==> src/rtl/lsu_pkg.sv <==
// Shared widths, func3 encodings, response codes and FSM states for the LSU.
// Misalignment is decided here so the FSM and any future users agree on it.
package lsu_pkg;

  localparam int CPU_BUS = 32;

  localparam logic [2:0] F3_B  = 3'b000;
  localparam logic [2:0] F3_H  = 3'b001;
  localparam logic [2:0] F3_W  = 3'b010;
  localparam logic [2:0] F3_BU = 3'b100;
  localparam logic [2:0] F3_HU = 3'b101;

  localparam logic [1:0] RESP_OKAY = 2'b00;

  typedef enum logic [2:0] {
    S_IDLE,
    S_AR,
    S_R,
    S_WR,
    S_B,
    S_DONE
  } state_e;

  function automatic logic misaligned(input logic [2:0] f3, input logic [1:0] a);
    case (f3)
      F3_H, F3_HU: return a[0];
      F3_W:        return a != 2'b00;
      default:     return 1'b0;
    endcase
  endfunction

endpackage

==> src/rtl/lsu_if.sv <==
// AXI4-Lite-style memory port of the LSU; the LSU drives the master side.
interface lsu_if import lsu_pkg::*; #(parameter int XLEN = CPU_BUS);
  logic            arvalid, arready;
  logic [XLEN-1:0] araddr;
  logic            rvalid, rready;
  logic [XLEN-1:0] rdata;
  logic [1:0]      rresp;
  logic            awvalid, awready;
  logic [XLEN-1:0] awaddr;
  logic            wvalid, wready;
  logic [XLEN-1:0] wdata;
  logic [3:0]      wstrb;
  logic            bvalid, bready;
  logic [1:0]      bresp;

  modport master (
    output arvalid, araddr, rready, awvalid, awaddr, wvalid, wdata, wstrb, bready,
    input  arready, rvalid, rdata, rresp, awready, wready, bvalid, bresp
  );

  modport slave (
    input  arvalid, araddr, rready, awvalid, awaddr, wvalid, wdata, wstrb, bready,
    output arready, rvalid, rdata, rresp, awready, wready, bvalid, bresp
  );
endinterface

==> src/rtl/lsu_align.sv <==
// Byte-lane steering: load extract/extend from the read word, store shift and
// strobe generation for the write channel. Purely combinational.
module lsu_align import lsu_pkg::*; #(
  parameter int XLEN = CPU_BUS
) (
  input  logic [2:0]      func3,
  input  logic [1:0]      off,
  input  logic [XLEN-1:0] rdata,
  input  logic [XLEN-1:0] st_src,
  output logic [XLEN-1:0] ld_data,
  output logic [XLEN-1:0] st_data,
  output logic [3:0]      st_strb
);

  logic [XLEN-1:0] byte_sh, half_sh;

  always_comb begin
    byte_sh = rdata >> {off, 3'b000};
    half_sh = rdata >> {off[1], 4'b0000};
    case (func3)
      F3_B:    ld_data = {{(XLEN-8){byte_sh[7]}}, byte_sh[7:0]};
      F3_BU:   ld_data = {{(XLEN-8){1'b0}}, byte_sh[7:0]};
      F3_H:    ld_data = {{(XLEN-16){half_sh[15]}}, half_sh[15:0]};
      F3_HU:   ld_data = {{(XLEN-16){1'b0}}, half_sh[15:0]};
      default: ld_data = rdata;
    endcase

    st_data = st_src << {off, 3'b000};
    case (func3[1:0])
      2'b00:   st_strb = 4'b0001 << off;
      2'b01:   st_strb = 4'b0011 << off;
      default: st_strb = 4'b1111;
    endcase
  end

endmodule

==> src/rtl/lsu.sv <==
// Load/store unit: takes one instruction from EXU, runs loads/stores on the
// memory port, and presents rd/err to WBU until it is taken.
module lsu import lsu_pkg::*; #(
  parameter int XLEN = CPU_BUS
) (
  input  logic            clk,
  input  logic            rst,
  input  logic            i_pre_valid,
  output logic            o_pre_ready,
  input  logic            i_lsu_ren,
  input  logic            i_lsu_wen,
  input  logic [2:0]      i_lsu_func3,
  input  logic [XLEN-1:0] i_lsu_addr,
  input  logic [XLEN-1:0] i_lsu_wdata,
  input  logic [XLEN-1:0] i_lsu_alu_res,
  lsu_if.master           mem,
  output logic            o_post_valid,
  input  logic            i_post_ready,
  output logic [XLEN-1:0] o_lsu_rd,
  output logic            o_lsu_err
);

  typedef struct packed {
    logic [2:0]      func3;
    logic [XLEN-1:0] addr;
    logic [XLEN-1:0] wdata;
  } req_t;

  state_e          state_q, state_d;
  req_t            req_q, req_d;
  logic [XLEN-1:0] rd_q, rd_d;
  logic            err_q, err_d;
  logic            aw_done_q, aw_done_d;
  logic            w_done_q, w_done_d;

  logic [XLEN-1:0] ld_data, st_data, word_addr;
  logic [3:0]      st_strb;
  logic            in_wr;

  lsu_align #(.XLEN(XLEN)) u_align (
    .func3   (req_q.func3),
    .off     (req_q.addr[1:0]),
    .rdata   (mem.rdata),
    .st_src  (req_q.wdata),
    .ld_data (ld_data),
    .st_data (st_data),
    .st_strb (st_strb)
  );

  always_comb begin
    state_d   = state_q;
    req_d     = req_q;
    rd_d      = rd_q;
    err_d     = err_q;
    aw_done_d = aw_done_q;
    w_done_d  = w_done_q;
    case (state_q)
      S_IDLE: if (i_pre_valid) begin
        req_d     = '{func3: i_lsu_func3, addr: i_lsu_addr, wdata: i_lsu_wdata};
        aw_done_d = 1'b0;
        w_done_d  = 1'b0;
        rd_d      = '0;
        err_d     = 1'b0;
        if (!(i_lsu_ren || i_lsu_wen)) begin
          state_d = S_DONE;
          rd_d    = i_lsu_alu_res;
        end else if (misaligned(i_lsu_func3, i_lsu_addr[1:0])) begin
          state_d = S_DONE;
          err_d   = 1'b1;
        end else begin
          // ren wins when both are set
          state_d = i_lsu_ren ? S_AR : S_WR;
        end
      end
      S_AR: if (mem.arready) state_d = S_R;
      S_R: if (mem.rvalid) begin
        rd_d    = ld_data;
        err_d   = mem.rresp != RESP_OKAY;
        state_d = S_DONE;
      end
      S_WR: begin
        // AW and W retire independently; move on once both have been seen
        aw_done_d = aw_done_q | mem.awready;
        w_done_d  = w_done_q | mem.wready;
        if (aw_done_d && w_done_d) state_d = S_B;
      end
      S_B: if (mem.bvalid) begin
        rd_d    = '0;
        err_d   = mem.bresp != RESP_OKAY;
        state_d = S_DONE;
      end
      S_DONE: if (i_post_ready) state_d = S_IDLE;
      default: state_d = S_IDLE;
    endcase
  end

  always_ff @(posedge clk or posedge rst) begin
    if (rst) begin
      state_q   <= S_IDLE;
      req_q     <= '0;
      rd_q      <= '0;
      err_q     <= 1'b0;
      aw_done_q <= 1'b0;
      w_done_q  <= 1'b0;
    end else begin
      state_q   <= state_d;
      req_q     <= req_d;
      rd_q      <= rd_d;
      err_q     <= err_d;
      aw_done_q <= aw_done_d;
      w_done_q  <= w_done_d;
    end
  end

  assign word_addr   = {req_q.addr[XLEN-1:2], 2'b00};
  assign in_wr       = state_q == S_WR;

  assign o_pre_ready = state_q == S_IDLE;
  assign mem.arvalid = state_q == S_AR;
  assign mem.araddr  = (state_q == S_AR) ? word_addr : '0;
  assign mem.rready  = state_q == S_R;
  assign mem.awvalid = in_wr && !aw_done_q;
  assign mem.awaddr  = in_wr ? word_addr : '0;
  assign mem.wvalid  = in_wr && !w_done_q;
  assign mem.wdata   = in_wr ? st_data : '0;
  assign mem.wstrb   = in_wr ? st_strb : 4'b0000;
  assign mem.bready  = state_q == S_B;

  assign o_post_valid = state_q == S_DONE;
  assign o_lsu_rd     = rd_q;
  assign o_lsu_err    = err_q;

endmodule

==> src/flat_wrapper.sv <==
// flat-port wrapper written by rule: the top's interface ports become plain ports
module lsu_flat import lsu_pkg::*;
#(
  parameter int XLEN = CPU_BUS
)
  (clk, rst, i_pre_valid, o_pre_ready, i_lsu_ren, i_lsu_wen, i_lsu_func3, i_lsu_addr, i_lsu_wdata, i_lsu_alu_res, o_post_valid, i_post_ready, o_lsu_rd, o_lsu_err, mem_arvalid, mem_araddr, mem_rready, mem_awvalid, mem_awaddr, mem_wvalid, mem_wdata, mem_wstrb, mem_bready, mem_arready, mem_rvalid, mem_rdata, mem_rresp, mem_awready, mem_wready, mem_bvalid, mem_bresp);
  lsu_if #(.XLEN(XLEN)) mem_i ();
  input  logic clk;
  input  logic rst;
  input  logic i_pre_valid;
  output logic o_pre_ready;
  input  logic i_lsu_ren;
  input  logic i_lsu_wen;
  input  logic [2:0] i_lsu_func3;
  input  logic [XLEN-1:0] i_lsu_addr;
  input  logic [XLEN-1:0] i_lsu_wdata;
  input  logic [XLEN-1:0] i_lsu_alu_res;
  output logic o_post_valid;
  input  logic i_post_ready;
  output logic [XLEN-1:0] o_lsu_rd;
  output logic o_lsu_err;
  output wire logic [$bits(mem_i.arvalid)-1:0] mem_arvalid;
  output wire logic [$bits(mem_i.araddr)-1:0] mem_araddr;
  output wire logic [$bits(mem_i.rready)-1:0] mem_rready;
  output wire logic [$bits(mem_i.awvalid)-1:0] mem_awvalid;
  output wire logic [$bits(mem_i.awaddr)-1:0] mem_awaddr;
  output wire logic [$bits(mem_i.wvalid)-1:0] mem_wvalid;
  output wire logic [$bits(mem_i.wdata)-1:0] mem_wdata;
  output wire logic [$bits(mem_i.wstrb)-1:0] mem_wstrb;
  output wire logic [$bits(mem_i.bready)-1:0] mem_bready;
  input wire logic [$bits(mem_i.arready)-1:0] mem_arready;
  input wire logic [$bits(mem_i.rvalid)-1:0] mem_rvalid;
  input wire logic [$bits(mem_i.rdata)-1:0] mem_rdata;
  input wire logic [$bits(mem_i.rresp)-1:0] mem_rresp;
  input wire logic [$bits(mem_i.awready)-1:0] mem_awready;
  input wire logic [$bits(mem_i.wready)-1:0] mem_wready;
  input wire logic [$bits(mem_i.bvalid)-1:0] mem_bvalid;
  input wire logic [$bits(mem_i.bresp)-1:0] mem_bresp;
  assign mem_arvalid = mem_i.arvalid;
  assign mem_araddr = mem_i.araddr;
  assign mem_rready = mem_i.rready;
  assign mem_awvalid = mem_i.awvalid;
  assign mem_awaddr = mem_i.awaddr;
  assign mem_wvalid = mem_i.wvalid;
  assign mem_wdata = mem_i.wdata;
  assign mem_wstrb = mem_i.wstrb;
  assign mem_bready = mem_i.bready;
  assign mem_i.arready = mem_arready;
  assign mem_i.rvalid = mem_rvalid;
  assign mem_i.rdata = mem_rdata;
  assign mem_i.rresp = mem_rresp;
  assign mem_i.awready = mem_awready;
  assign mem_i.wready = mem_wready;
  assign mem_i.bvalid = mem_bvalid;
  assign mem_i.bresp = mem_bresp;
  lsu #(.XLEN(XLEN)) u_core (.clk(clk), .rst(rst), .i_pre_valid(i_pre_valid), .o_pre_ready(o_pre_ready), .i_lsu_ren(i_lsu_ren), .i_lsu_wen(i_lsu_wen), .i_lsu_func3(i_lsu_func3), .i_lsu_addr(i_lsu_addr), .i_lsu_wdata(i_lsu_wdata), .i_lsu_alu_res(i_lsu_alu_res), .mem(mem_i), .o_post_valid(o_post_valid), .i_post_ready(i_post_ready), .o_lsu_rd(o_lsu_rd), .o_lsu_err(o_lsu_err));
endmodule
==> config.mk <==
export PLATFORM = sky130hd
export DESIGN_NAME = lsu_flat
export DESIGN_NICKNAME = d
export VERILOG_FILES = /design/src/rtl/lsu_pkg.sv /design/src/rtl/lsu_if.sv /design/src/rtl/lsu_align.sv /design/src/rtl/lsu.sv /design/src/flat_wrapper.sv
export SDC_FILE = /design/constraint.sdc
export NUM_CORES = 1
export LEC_CHECK = 0
export BUFFER_PORTS_ARGS = -buffer_cell sky130_fd_sc_hd__buf_2
export CORE_ASPECT_RATIO = 0.9
export CORE_MARGIN = 8
export CORE_UTILIZATION = 43
export CTS_CLUSTER_DIAMETER = 50
export DETAILED_ROUTE_END_ITERATION = 16
export PLACE_DENSITY = 0.81
export REMOVE_ABC_BUFFERS = 1
export SETUP_SLACK_MARGIN = 0.15
export SYNTH_ARGS = -nofsm -noshare
export SYNTH_HDL_FRONTEND = slang
export SYNTH_SLANG_ARGS = --single-unit
==> constraint.sdc <==
create_clock -name clk -period 3.65 [get_ports clk]
set_clock_uncertainty 0.2 [all_clocks]
set_input_delay 0.73 -clock clk [delete_from_list [all_inputs] [get_ports clk]]
set_output_delay 0.73 -clock clk [all_outputs]
set_load 0.05 [all_outputs]
# == After elaboration in Yosys (flattened, before gate mapping) ==
# Cells that the tools add are included.
# classes
shifts,5
addsub,0
div_mod_pow,0
mux,34
n_mul,0
n_bitwise,2
reduce_logical,19
n_eq_ne,18
n_lt_le_gt_ge,0
# op_table
operator,count
$mux W32,7
$pmux W32 S4,1
$pmux W32 S3,1
$shl A32 B5 Y32,1
$shr A32 B5 Y16,1
$shr A32 B5 Y8,1
$mux W3,8
$pmux W3 S6,1
$eq A3 B3 Y1 const B,5
$eq A3 B1 Y1 const B,3
$eq A3 B2 Y1 const B,3
$mux W1,9
$ne A2 B1 Y1 const B,4
$pmux W4 S2,1
$reduce_bool A2 Y1,4
$logic_not A3 Y1,2
$pmux W1 S2,3
$reduce_and A6 Y1,1
$mux W4,1
$ne A2 B2 Y1 const B,2
$reduce_and A2 Y1,2
$reduce_and A4 Y1,1
$shl A1 B2 Y4 const A,1
$shl A2 B2 Y4 const A,1
10 further kinds,14
# word_totals
latchBits,0
inputBits,146
n_memories,0
ff_bits,105
out_inout_bits,140
rom_bits,0
ramBits,0

# == Depth between registers and ports, before layout ==
# Gate-level depths: netlist of run 1.
# depth
ltp_word,10
depth_mapped,7
ltp_nobuf,4

# == Modules after synthesis ==
# From an unflattened synthesis of run 1, not the netlist that was laid out.
# hier_totals
cells_unflattened,641
area_unflattened_um2,6656.4
# modules_own_cells
module,area_each_um2,n_inst,cells_per_inst
lsu,5191.2,1,425
lsu_align,1465.2,1,216

# == Worst setup path before layout of run 1 ==
# No wires, ideal clock.
# synth_path
path_kind,reg-to-output
from,register u_core.req_q[33] (netlist bit)
to,output port mem_wdata[30]
path_stages_with_launch,7
path_buffers,4
t_required_ps,2720
arrival_time_ps,2425
slack_ps,295
path_cell_list,dfrtp_1 buf_2 buf_2 buf_2 buf_1 a211oi_1 a211oi_1
# synth_via
elab_chain_cells,2
# synth_lines
item,line,text
"start, declared",lsu.sv:30,"req_t req_q, req_d;"
"start signal, assigned",lsu.sv:107,req_q <= req_d;
$shl A32 B5 Y32,lsu_align.sv:28,"st_data = st_src << {off, 3'b000};"
$mux W32,lsu.sv:125,assign mem.wdata = in_wr ? st_data : '0;
"end, declared",flat_wrapper.sv:28,output wire logic [$bits(mem_i.wdata)-1:0] mem_wdata;
# Every way passes these cells.

# == Worst setup path after layout of run 1 ==
# layout_path
from,register u_core.state_q[2]
to,output port mem_wdata[4]
# layout_via
elab_chain_cells,2
# layout_lines
item,line,text
"start, declared",lsu.sv:29,"state_e state_q, state_d;"
"start signal, assigned",lsu.sv:106,state_q <= state_d;
$eq A3 B2 Y1,lsu.sv:116,assign in_wr = state_q == S_WR;
$mux W32,lsu.sv:125,
# Every way passes these cells.

==> summary.md, run 1 <==
| Metric | Value |
|---|---|
| Worst reg2reg path depth | 4 |
| Final setup vio count | 0 |
| Worst-path maximum fanout | 12 |
| Clock latency on the worst-skew pair | 0.35 ns |
| Placed instance count | 1027 |
| Critical path type | register to primary output |
| Syn_area_per_cell | 10.3 um^2 |
| Max_slew headroom | 0.394 |
| Reg2reg end | u_core.o_lsu_rd[24] |
| Core Rows | 41 |
| Placeable Area | 13900 um^2 |
| Top Ports | 286 |
| Area grow syn2layout | 29.6% |
| Fin. Hold Viols | 0 |
| Commonest cells after routing, fill and taps aside | buf_2 (281), dfrtp_1 (104), mux2_2 (73) |
| Finished Layout Cells | 1044 |
| Die X | 141 um |
| Syn Inst Count | 588 |
| Critical path launch point type | register |
| Vias per inst | 5.41 |
| Final instance area | 7860 um^2 |
| Post-layout util | 0.565 |
| Layout cell share with drive strength beyond 1 | 0.466 |
| Max cap viols | 0 |
| Post-CTS sizing | 0 |
| Fin crit share | 0.899 |
| Hold WS | 0.178 ns |
| DRC errors left | 0 |
| DP HPWL | 15100 um |
| Post-synth ARST share | 1.00 |
| Area after DPL | 7580 um^2 |
| Reg-to-reg slack, setup | 1.03 ns |
| Synth Area in Simple Gates | 0.189 |
| CP Capture Type | primary output |
| Mapped cell area | 6060 um^2 |
| Die H | 129 um |
| Post-synthesis compound-gate area fraction | 0.152 |
| Pwr/cell area | 963 nW/um^2 |
| Sequential area share after synthesis | 0.433 |
| Multiplexer share of the synthesized area | 0.173 |
| Initial antenna violation count | 2 |
| Post-Synth XOR/XNOR Area | 0.00144 |
| Hold WC Path Type | primary input to async pin |
| Critical Path RT | 2.72 ns |
| Crit path to | mem_wdata[4] |
| Worst-margin pin slew | 0.908 ns |
| Antenna Nets Post-Route | 0 |
| RR Startpoint | u_core.req_q[32] |
| RSZ-0062 raised after global routing | false |
| Vias in the first global route | 5757 |
| Final wirelength | 20000 um |
| Drt pass-1 iters | 7 |
| TritonCTS buffer count | 9 |
| Peak VDD IR | 590 uV |
| Logic pwr share | 0.577 |
| Via count | 5651 |
| Yosys cell types | 50 |
| CTS H-Tree Depth | 3 |
| First-pass GRT wire length | 31000 um |
| Setup Slack @ Placement | 0.588 ns |
| Clock transition at the registers of the reported paths | 0.07 ns |
| Crit-path cells | and3b_1 -> nand2_1 -> nor2_2 -> and2_1 -> buf_2 |
| Synth warn | 0 |
| Int Pwr | 3.71 mW |
| Number of buffers added on ports | 281 |
| Clk pwr share | 0.124 |
| Crit-path slowest cell | dfrtp_1 |
| Max Freq | 305 MHz |
| Clock Tree Buf Depth | 2 |
| Min Tclk post-route | 3.28 ns |
| Layout Nets | 991 |
| DRT iter0 DRCs | 273 |
| Status | finished, final reports clean |
| CP arrival | 2.35 ns |
| GRT Resource Usage Total | 0.215 |
| FF+latch count, synth | 105 |
| Post-synthesis adder-cell area fraction | 0 |
| Hold Buf Count CTS | 0 |
| Ys flop type | dfrtp_1 |
| Pleak | 4.03 nW |
| Critical path's largest stage delay | 0.56 ns |
| Net load switching power | 3.86 mW |
| Starting Density | 0.436 |
| Crit path from | u_core.state_q[2] |
| Setup total negative slack | 0 ns |
| Slew Viols, Final | 0 |
| Power Total | 7.57 mW |
| Most common cell after layout, fill and taps aside | buf_2 |
| Post-DR wirelength/cell | 19.2 um |
| RD Place Congestion | 0.864 |
| Switching share of power | 0.510 |
| Post-synth EDFFs | 0 |
| Sink Count | 105 |
| Flop pwr share | 0.299 |
| GRT Residual Overflow | 0 |
| Largest net degree at the start of global routing | 70 |
| Final worst setup slack | 0.370 ns |
| Setup bufs post-CTS | 0 |
| CTS Root Cell | clkbuf_16 |
| Largest family of logic cells by synthesized area | simple AND/OR/NAND/NOR gates |
| Die footprint | 18200 um^2 |
| CTS tree | built |
==> per-layer routing <==
metal	up-vias	share of wire	track usage
li1	2635	-	-
met1	2696	0.39	0.246
met2	289	0.48	0.360
met3	29	0.11	0.0818
met4	2	0.024	0.0833
met5	-	0.00065	0
==> critical path: cells and delay by family, from the launching register on <==
kind | cells | cell delay [ns]
simple gates | 4 | 1.18
flops | 1 | 0.56
buf+inv | 1 | 0.26
==> cells in the mapped netlist (all sizes together) (2+ instances only) <==
cell      n  share of area
a222oi    6         0.0099
nor3      6         0.0050
o211ai    3         0.0037
o22a      6         0.0087
nand2b   17          0.018
and2     69          0.071
nor2b    10          0.010
mux2     74           0.14
o21ai    13          0.011
and3     24          0.025
a22o      6         0.0087
a21o      2         0.0037
nor3b     4         0.0068
nor2     48          0.030
inv       7         0.0043
mux2i    21          0.035
a32oi     2         0.0029
a22oi     2         0.0025
o22ai    10          0.010
a221o    22          0.036
a211oi   17          0.021
buf      33          0.034
nand3     8         0.0066
nand2    10         0.0062
clkbuf   19          0.012
a21oi    28          0.024
dfrtp   105           0.43
==> how the worst min path moves through the flow <==
stage	startpoint	to	depth (start not counted)
2_1_floorplan	u_core.req_q[24]	u_core.req_q[24]	1
3_3_place_gp	u_core.req_q[29]	u_core.req_q[29]	1
3_5_place_dp	u_core.o_lsu_rd[15]	u_core.o_lsu_rd[15]	2
4_1_cts	rst	u_core.o_lsu_rd[19]	2
5_1_grt	rst	u_core.o_lsu_rd[19]	2
6_report	rst	u_core.o_lsu_rd[16]	2
==> final cells by class <==
cell class / instances / area (um^2)
Antenna cell: 1 / 2.50
Clock buffer: 10 / 229
Clock inverter: 6 / 51.3
Fill cell: 1238 / 6040
Inverter: 7 / 28.8
Multi-Input combinational cell: 427 / 3160
Sequential cell: 105 / 2630
Tap cell: 193 / 241
Timing Repair Buffer: 295 / 1520
==> kinds of logic (layout without fill, tap and decap cells) <==
kind of cell / count (synthesis) / in the layout
AOI/OAI and AO/OA: 124 / 124
xor gates and xnor gates: 1 / 1
buffers and inverters: 59 / 318
other: 1 / 5
muxes: 95 / 95
and+or+nand+nor: 203 / 203
DFF: 105 / 105
==> state kept, by name, indices dropped and copies added, names as in the netlist <==
register          cells
u_core.aw_done_q      1
u_core.o_lsu_err      1
u_core.o_lsu_rd      32
u_core.req_q         67
u_core.state_q        3
u_core.w_done_q       1
==> power groups by stage <==
stage / combinational [mW] / clock, mW / sequential, mW
after floorplan: 2.71 / 0 / 2.76
after global placement: 4.34 / 0 / 2.25
after detailed placement: 4.38 / 0 / 2.28
after CTS: 4.40 / 0.962 / 2.26
after global routing: 4.67 / 0.998 / 2.35
final: 4.37 / 0.938 / 2.27
No activity file was read; power rests on OpenSTA's default activity.
==> run 2: changes to the inputs <==
CORE_UTILIZATION = 35   (was 43)
MAX_ROUTING_LAYER = met4   (was not set)
PLACE_DENSITY = 0.68   (was 0.81)
==> summary.md, run 2 (same netlist as run 1, synthesis figures left out) <==
| Metric | Value |
|---|---|
| Status | finished, final reports clean (unchanged) |
| Met1 GRT Util | 0.228 (was 0.246) |
| Clock latency on the worst-skew pair | 0.35 ns (about the same) |
| Min Tclk post-route | 3.21 ns (was 3.28 ns) |
| Fin. Hold Viols | 0 (unchanged) |
| Clock transition at the registers of the reported paths | 0.08 ns (was 0.07 ns) |
| RSZ-0062 raised after global routing | false (unchanged) |
| Sink Count | 105 (unchanged) |
| Fin crit share | 0.879 (was 0.899) |
| Post-CTS sizing | 0 (unchanged) |
| Crit path from | u_core.state_q[1] (was u_core.state_q[2]) |
| Max Freq | 312 MHz (was 305 MHz) |
| Layout Nets | 992 (was 991) |
| Peak VDD IR | 460 uV (was 590 uV) |
| Crit-path slowest cell | dfrtp_1 (unchanged) |
| Setup Slack @ Placement | 0.781 ns (was 0.588 ns) |
| Worst reg2reg path depth | 4 (unchanged) |
| Critical path type | register to primary output (unchanged) |
| Power Total | 7.59 mW (was 7.57 mW) |
| Pwr/cell area | 957 nW/um^2 (was 963 nW/um^2) |
| Hold WC Path Type | primary input to async pin (unchanged) |
| DP HPWL | 15700 um (was 15100 um) |
| GRT Residual Overflow | 0 (unchanged) |
| Reg2reg end | u_core.o_lsu_rd[22] (was u_core.o_lsu_rd[24]) |
| Vias per inst | 5.15 (was 5.41) |
| Antenna Nets Post-Route | 0 (unchanged) |
| Top Ports | 286 (unchanged) |
| Area grow syn2layout | 30.8% (was 29.6%) |
| Initial antenna violation count | 2 (unchanged) |
| Fill cells | 1623 (was 1238) |
| First-pass GRT wire length | 32100 um (was 31000 um) |
| Top reg by flops | u_core.req_q (unchanged) |
| RD Place Congestion | 0.878 (was 0.864) |
| DRT iter0 DRCs | 234 (was 273) |
| Critical path's largest stage delay | 0.60 ns (was 0.56 ns) |
| TritonCTS buffer count | 9 (unchanged) |
| Max cap viols | 0 (unchanged) |
| Starting Density | 0.358 (was 0.436) |
| Final wirelength | 20600 um (was 20000 um) |
| Largest register FFs | 67 (unchanged) |
| Commonest cells after routing, fill and taps aside | buf_2 (281), dfrtp_1 (104), mux2_2 (73) (unchanged) |
| Setup bufs post-CTS | 0 (unchanged) |
| GR Util met3 | 0.0544 (was 0.0818) |
| Area after DPL | 7630 um^2 (was 7580 um^2) |
| Final worst setup slack | 0.441 ns (was 0.370 ns) |
| Worst-path maximum fanout | 15 (was 12) |
| Most common cell after layout, fill and taps aside | buf_2 (unchanged) |
| Hold WS | 0.233 ns (was 0.178 ns) |
| Hold Buf Count CTS | 0 (unchanged) |
| Critical Path RT | 2.72 ns (about the same) |
| Slew Viols, Final | 0 (unchanged) |
| Crit path to | mem_wdata[2] (was mem_wdata[4]) |
| Critical path launch point type | register (unchanged) |
| CTS H-Tree Depth | 3 (unchanged) |
| Crit-path cells | and3b_1 -> nand2_1 -> nor2_1 -> and2_1 -> buf_2 (was and3b_1 -> nand2_1 -> nor2_2 -> and2_1 -> buf_2) |
| CTS Root Cell | clkbuf_16 (unchanged) |
| CP Capture Type | primary output (unchanged) |
| Via count | 5604 (was 5651) |
| RR Startpoint | u_core.state_q[1] (was u_core.req_q[32]) |
| Number of buffers added on ports | 281 (unchanged) |
| DRC errors left | 0 (unchanged) |
| Die footprint | 21800 um^2 (was 18200 um^2) |
| GRT Resource Usage Total | 0.191 (was 0.215) |
| Largest net degree at the start of global routing | 45 (was 70) |
| Post-DR wirelength/cell | 18.9 um (was 19.2 um) |
| Pleak | 4.04 nW (was 4.03 nW) |
| GR Util met2 | 0.310 (was 0.360) |
| CP arrival | 2.28 ns (was 2.35 ns) |
| CTS tree | built (unchanged) |
| Busiest layer in global routing | met2 (unchanged) |
| Clock Tree Buf Depth | 2 (unchanged) |
| Final setup vio count | 0 (unchanged) |
| Core Rows | 45 (was 41) |
| Die H | 141 um (was 129 um) |
| Placeable Area | 16900 um^2 (was 13900 um^2) |
| Layout cell share with drive strength beyond 1 | 0.465 (was 0.466) |
| Reg-to-reg slack, setup | 1.06 ns (was 1.03 ns) |
| Die X | 155 um (was 141 um) |
| Drt pass-1 iters | 7 (unchanged) |
| Vias in the first global route | 5697 (was 5757) |
| Max_slew headroom | 0.339 (was 0.394) |
| Final instance area | 7930 um^2 (was 7860 um^2) |
| Post-layout util | 0.468 (was 0.565) |
| Worst-margin pin slew | 0.990 ns (was 0.908 ns) |
## run 2: where the power goes
part / switching (mW) / internal [mW]
combinational: 2.85 / 1.49
sequential: 0.533 / 1.74
clock: 0.496 / 0.483
## run 2: worst min path at each step
stage	from	endpoint	slack, ns
2_1_floorplan	u_core.req_q[24]	u_core.req_q[24]	0.27
4_1_cts	rst	u_core.o_lsu_err	0.26
3_5_place_dp	u_core.req_q[26]	u_core.req_q[26]	0.30
3_3_place_gp	u_core.req_q[26]	u_core.req_q[26]	0.28
6_report	rst	u_core.o_lsu_err	0.23
5_1_grt	rst	u_core.o_lsu_err	0.28
## run 2: through the flow
stage | std cells | setup TNS [ns]
finish | 1088 | 0
floorplan | 539 | -57.16
global placement | 1070 | 0
detailed placement | 1070 | 0
global route | 1088 | 0
CTS | 1086 | 0
## run 2: critical path, delay by kind of cell (launching register included)
family                 cells  cell delay, ns
AND/OR/NAND/NOR            4            1.06
flip-flops                 1            0.60
buffers and inverters      1            0.26
## run 2: metal layers
layer	wire length (um)	vias up	part of all wire
met5	0	-	0
met3	1590	22	0.077
met2	9790	249	0.48
met1	8900	2686	0.43
met4	323	0	0.016
li1	-	2647	-
## run 2: area by class of cell
class	count	area (um^2)	share of cell area
Clock inverter	6	61.3	0.00773
Clock buffer	10	229	0.0289
Multi-Input combinational cell	427	3150	0.397
Inverter	7	28.8	0.00363
Timing Repair Buffer	296	1530	0.193
Sequential cell	105	2630	0.331
Tap cell	235	294	0.0371
Antenna cell	2	5.00	0.000631
==> run 3: changes to the inputs <==
REMOVE_ABC_BUFFERS = not set   (was 1)
==> summary.md, run 3 (same netlist as run 1, synthesis figures left out) <==
| Metric | Value |
|---|---|
| Status | finished, final reports clean (unchanged) |
| Final setup vio count | 0 (unchanged) |
| CP arrival | 2.33 ns (was 2.28 ns) |
| Pwr/cell area | 969 nW/um^2 (was 957 nW/um^2) |
| Commonest cells after routing, fill and taps aside | buf_2 (281), dfrtp_1 (104), mux2_2 (73) (unchanged) |
| Max cap viols | 0 (unchanged) |
| Peak VDD IR | 498 uV (was 460 uV) |
| Critical path launch point type | register (unchanged) |
| CP Buf/Inv Count | 3 (was 1) |
| Crit-path cells | inv_1 -> nand3_1 -> buf_4 -> a211oi_1 -> buf_2 (was and3b_1 -> nand2_1 -> nor2_1 -> and2_1 -> buf_2) |
| Largest register FFs | 67 (unchanged) |
| Layout Nets | 987 (was 992) |
| Worst Hold End | u_core.req_q[31] |
| TritonCTS buffer count | 9 (unchanged) |
| Die H | 141 um (unchanged) |
| RR Startpoint | u_core.req_q[32] (was u_core.state_q[1]) |
| Worst-margin pin slew | 0.995 ns (was 0.990 ns) |
| Largest net degree at the start of global routing | 106 (was 45) |
| CTS Root Cell | clkbuf_16 (unchanged) |
| First-pass GRT wire length | 34000 um (was 32100 um) |
| Critical path's largest stage delay | 0.56 ns (was 0.60 ns) |
| Post-DR wirelength/cell | 20.0 um (was 18.9 um) |
| Hold depth | 1 |
| Starting Density | 0.358 (unchanged) |
| Reg2reg end | u_core.o_lsu_rd[16] (was u_core.o_lsu_rd[22]) |
| Max_slew headroom | 0.335 (was 0.339) |
| Clock Tree Buf Depth | 2 (unchanged) |
| Min Tclk post-route | 3.26 ns (was 3.21 ns) |
| Final wirelength | 21700 um (was 20600 um) |
| Most common cell after layout, fill and taps aside | buf_2 (unchanged) |
| Hold WC Path Type | register to register (was primary input to async pin) |
| Area after DPL | 7610 um^2 (was 7630 um^2) |
| Setup total negative slack | 0 ns (unchanged) |
| Area grow syn2layout | 30.8% (about the same) |
| Clock latency on the worst-skew pair | 0.36 ns (was 0.35 ns) |
| Reg-to-reg slack, setup | 1.02 ns (was 1.06 ns) |
| DP HPWL | 16400 um (was 15700 um) |
| Vias in the first global route | 6084 (was 5697) |
| Post-CTS sizing | 0 (unchanged) |
| Number of buffers added on ports | 281 (unchanged) |
| Clock transition at the registers of the reported paths | 0.08 ns (about the same) |
| Setup bufs post-CTS | 0 (unchanged) |
| CTS H-Tree Depth | 3 (unchanged) |
| Pleak | 4.03 nW (was 4.04 nW) |
| Slew Viols, Final | 0 (unchanged) |
| CP Capture Type | primary output (unchanged) |
| Worst reg2reg path depth | 5 (was 4) |
| Critical path type | register to primary output (unchanged) |
| Worst-path maximum fanout | 14 (was 15) |
| Placeable Area | 16900 um^2 (unchanged) |
| Hold Crit Start | u_core.req_q[31] |
| Drt pass-1 iters | 5 (was 7) |
| Critical Path RT | 2.72 ns (about the same) |
| GRT Resource Usage Total | 0.203 (was 0.191) |
| GRT Residual Overflow | 0 (unchanged) |
| Top Ports | 286 (unchanged) |
| Antenna Nets Post-Route | 0 (unchanged) |
| Die footprint | 21800 um^2 (unchanged) |
| CP delay by family, top | buffers and inverters (was simple AND/OR/NAND/NOR gates) |
| Core Rows | 45 (unchanged) |
| Sink Count | 105 (unchanged) |
| Top reg by flops | u_core.req_q (unchanged) |
| Fin. Hold Viols | 0 (unchanged) |
| Initial antenna violation count | 6 (was 2) |
| Vias per inst | 5.19 (was 5.15) |
| Final instance area | 7930 um^2 (about the same) |
| RD Place Congestion | 0.817 (was 0.878) |
| Fin crit share | 0.892 (was 0.879) |
| RSZ-0062 raised after global routing | false (unchanged) |
| Max Freq | 307 MHz (was 312 MHz) |
| Crit-path slowest cell | dfrtp_1 (unchanged) |
| Via count | 5644 (was 5604) |
| Layout cell share with drive strength beyond 1 | 0.463 (was 0.465) |
| CTS tree | built (unchanged) |
| Hold Buf Count CTS | 0 (unchanged) |
| Die X | 155 um (unchanged) |
| DRT iter0 DRCs | 324 (was 234) |
| DRC errors left | 0 (unchanged) |
## run 3: changes by cell type in the layout (fill, tap and decap cells not counted)
| cell | before | now |
|---|---|---|
| clkbuf_8 | 0 | 1 |
| buf_4 | 14 | 8 |
| buf_12 | 1 | 2 |
| clkbuf_1 | 1 | 0 |
| inv_6 | 3 | 2 |
| inv_4 | 1 | 0 |
| clkinv_4 | 0 | 1 |
| inv_8 | 1 | 2 |
| diode_2 | 2 | 7 |
## run 3: final cells by class
class                      count  area, um^2
antenna                        7        17.5
clock buffer                  10         239
clock inverter                 6        65.1
fill                        1643        9010
inverter                       7        30.0
multi-input combinational    427        3150
sequential                   105        2630
tap                          235         294
timing repair buffer         291        1510
## run 3: per-stage QoR
stage                     hold WS, ns   util  std cells  power, mW  worst slack (ns)
after global placement          0.282  0.449       1065       6.65             0.862
after CTS                       0.307  0.467       1081       7.75             0.359
after detailed placement        0.289  0.449       1065       6.71             0.768
after floorplan                 0.273      -        591       5.63             0.295
final                           0.304  0.468       1088       7.69             0.394
after global routing            0.318  0.468       1087       8.18             0.199
## run 3: worst max-delay path by stage
stage	from	to	slack, ns	cells past startpoint
after detailed placement	u_core.state_q[2]	mem_wdata[27]	0.77	5
after CTS	u_core.state_q[2]	mem_wdata[27]	0.36	5
final	u_core.state_q[2]	mem_wdata[27]	0.39	5
after global placement	u_core.state_q[2]	mem_wdata[5]	0.86	5
after global routing	u_core.state_q[1]	mem_wdata[6]	0.20	5
after floorplan	u_core.req_q[33]	mem_wdata[30]	0.30	6
## run 3: routing by layer
layer  track usage  vias to the layer above  share of wire
met2         0.320                      274           0.46
met5             -                        -              0
met4        0.0443                        0          0.010
li1              -                     2637              -
met3        0.0660                       15          0.086
met1         0.251                     2718           0.44
## run 3: worst register-to-register path, delay by kind of cell (launching register included)
kind / cells / cell delay [ns]
muxes: 1 / 0.41
DFF: 1 / 0.58
buffers and inverters: 1 / 0.42
AOI/OAI and AO/OA: 3 / 0.89
## run 3: where the power goes
| part | leakage [nW] | total [mW] | switching (mW) | internal (mW) |
|---|---|---|---|---|
| registers | 1.28 | 2.25 | 0.517 | 1.74 |
| clock network | 0.150 | 1.01 | 0.509 | 0.505 |
| logic | 2.60 | 4.42 | 2.94 | 1.48 |
| total | 4.03 | 7.69 | 3.97 | 3.72 |
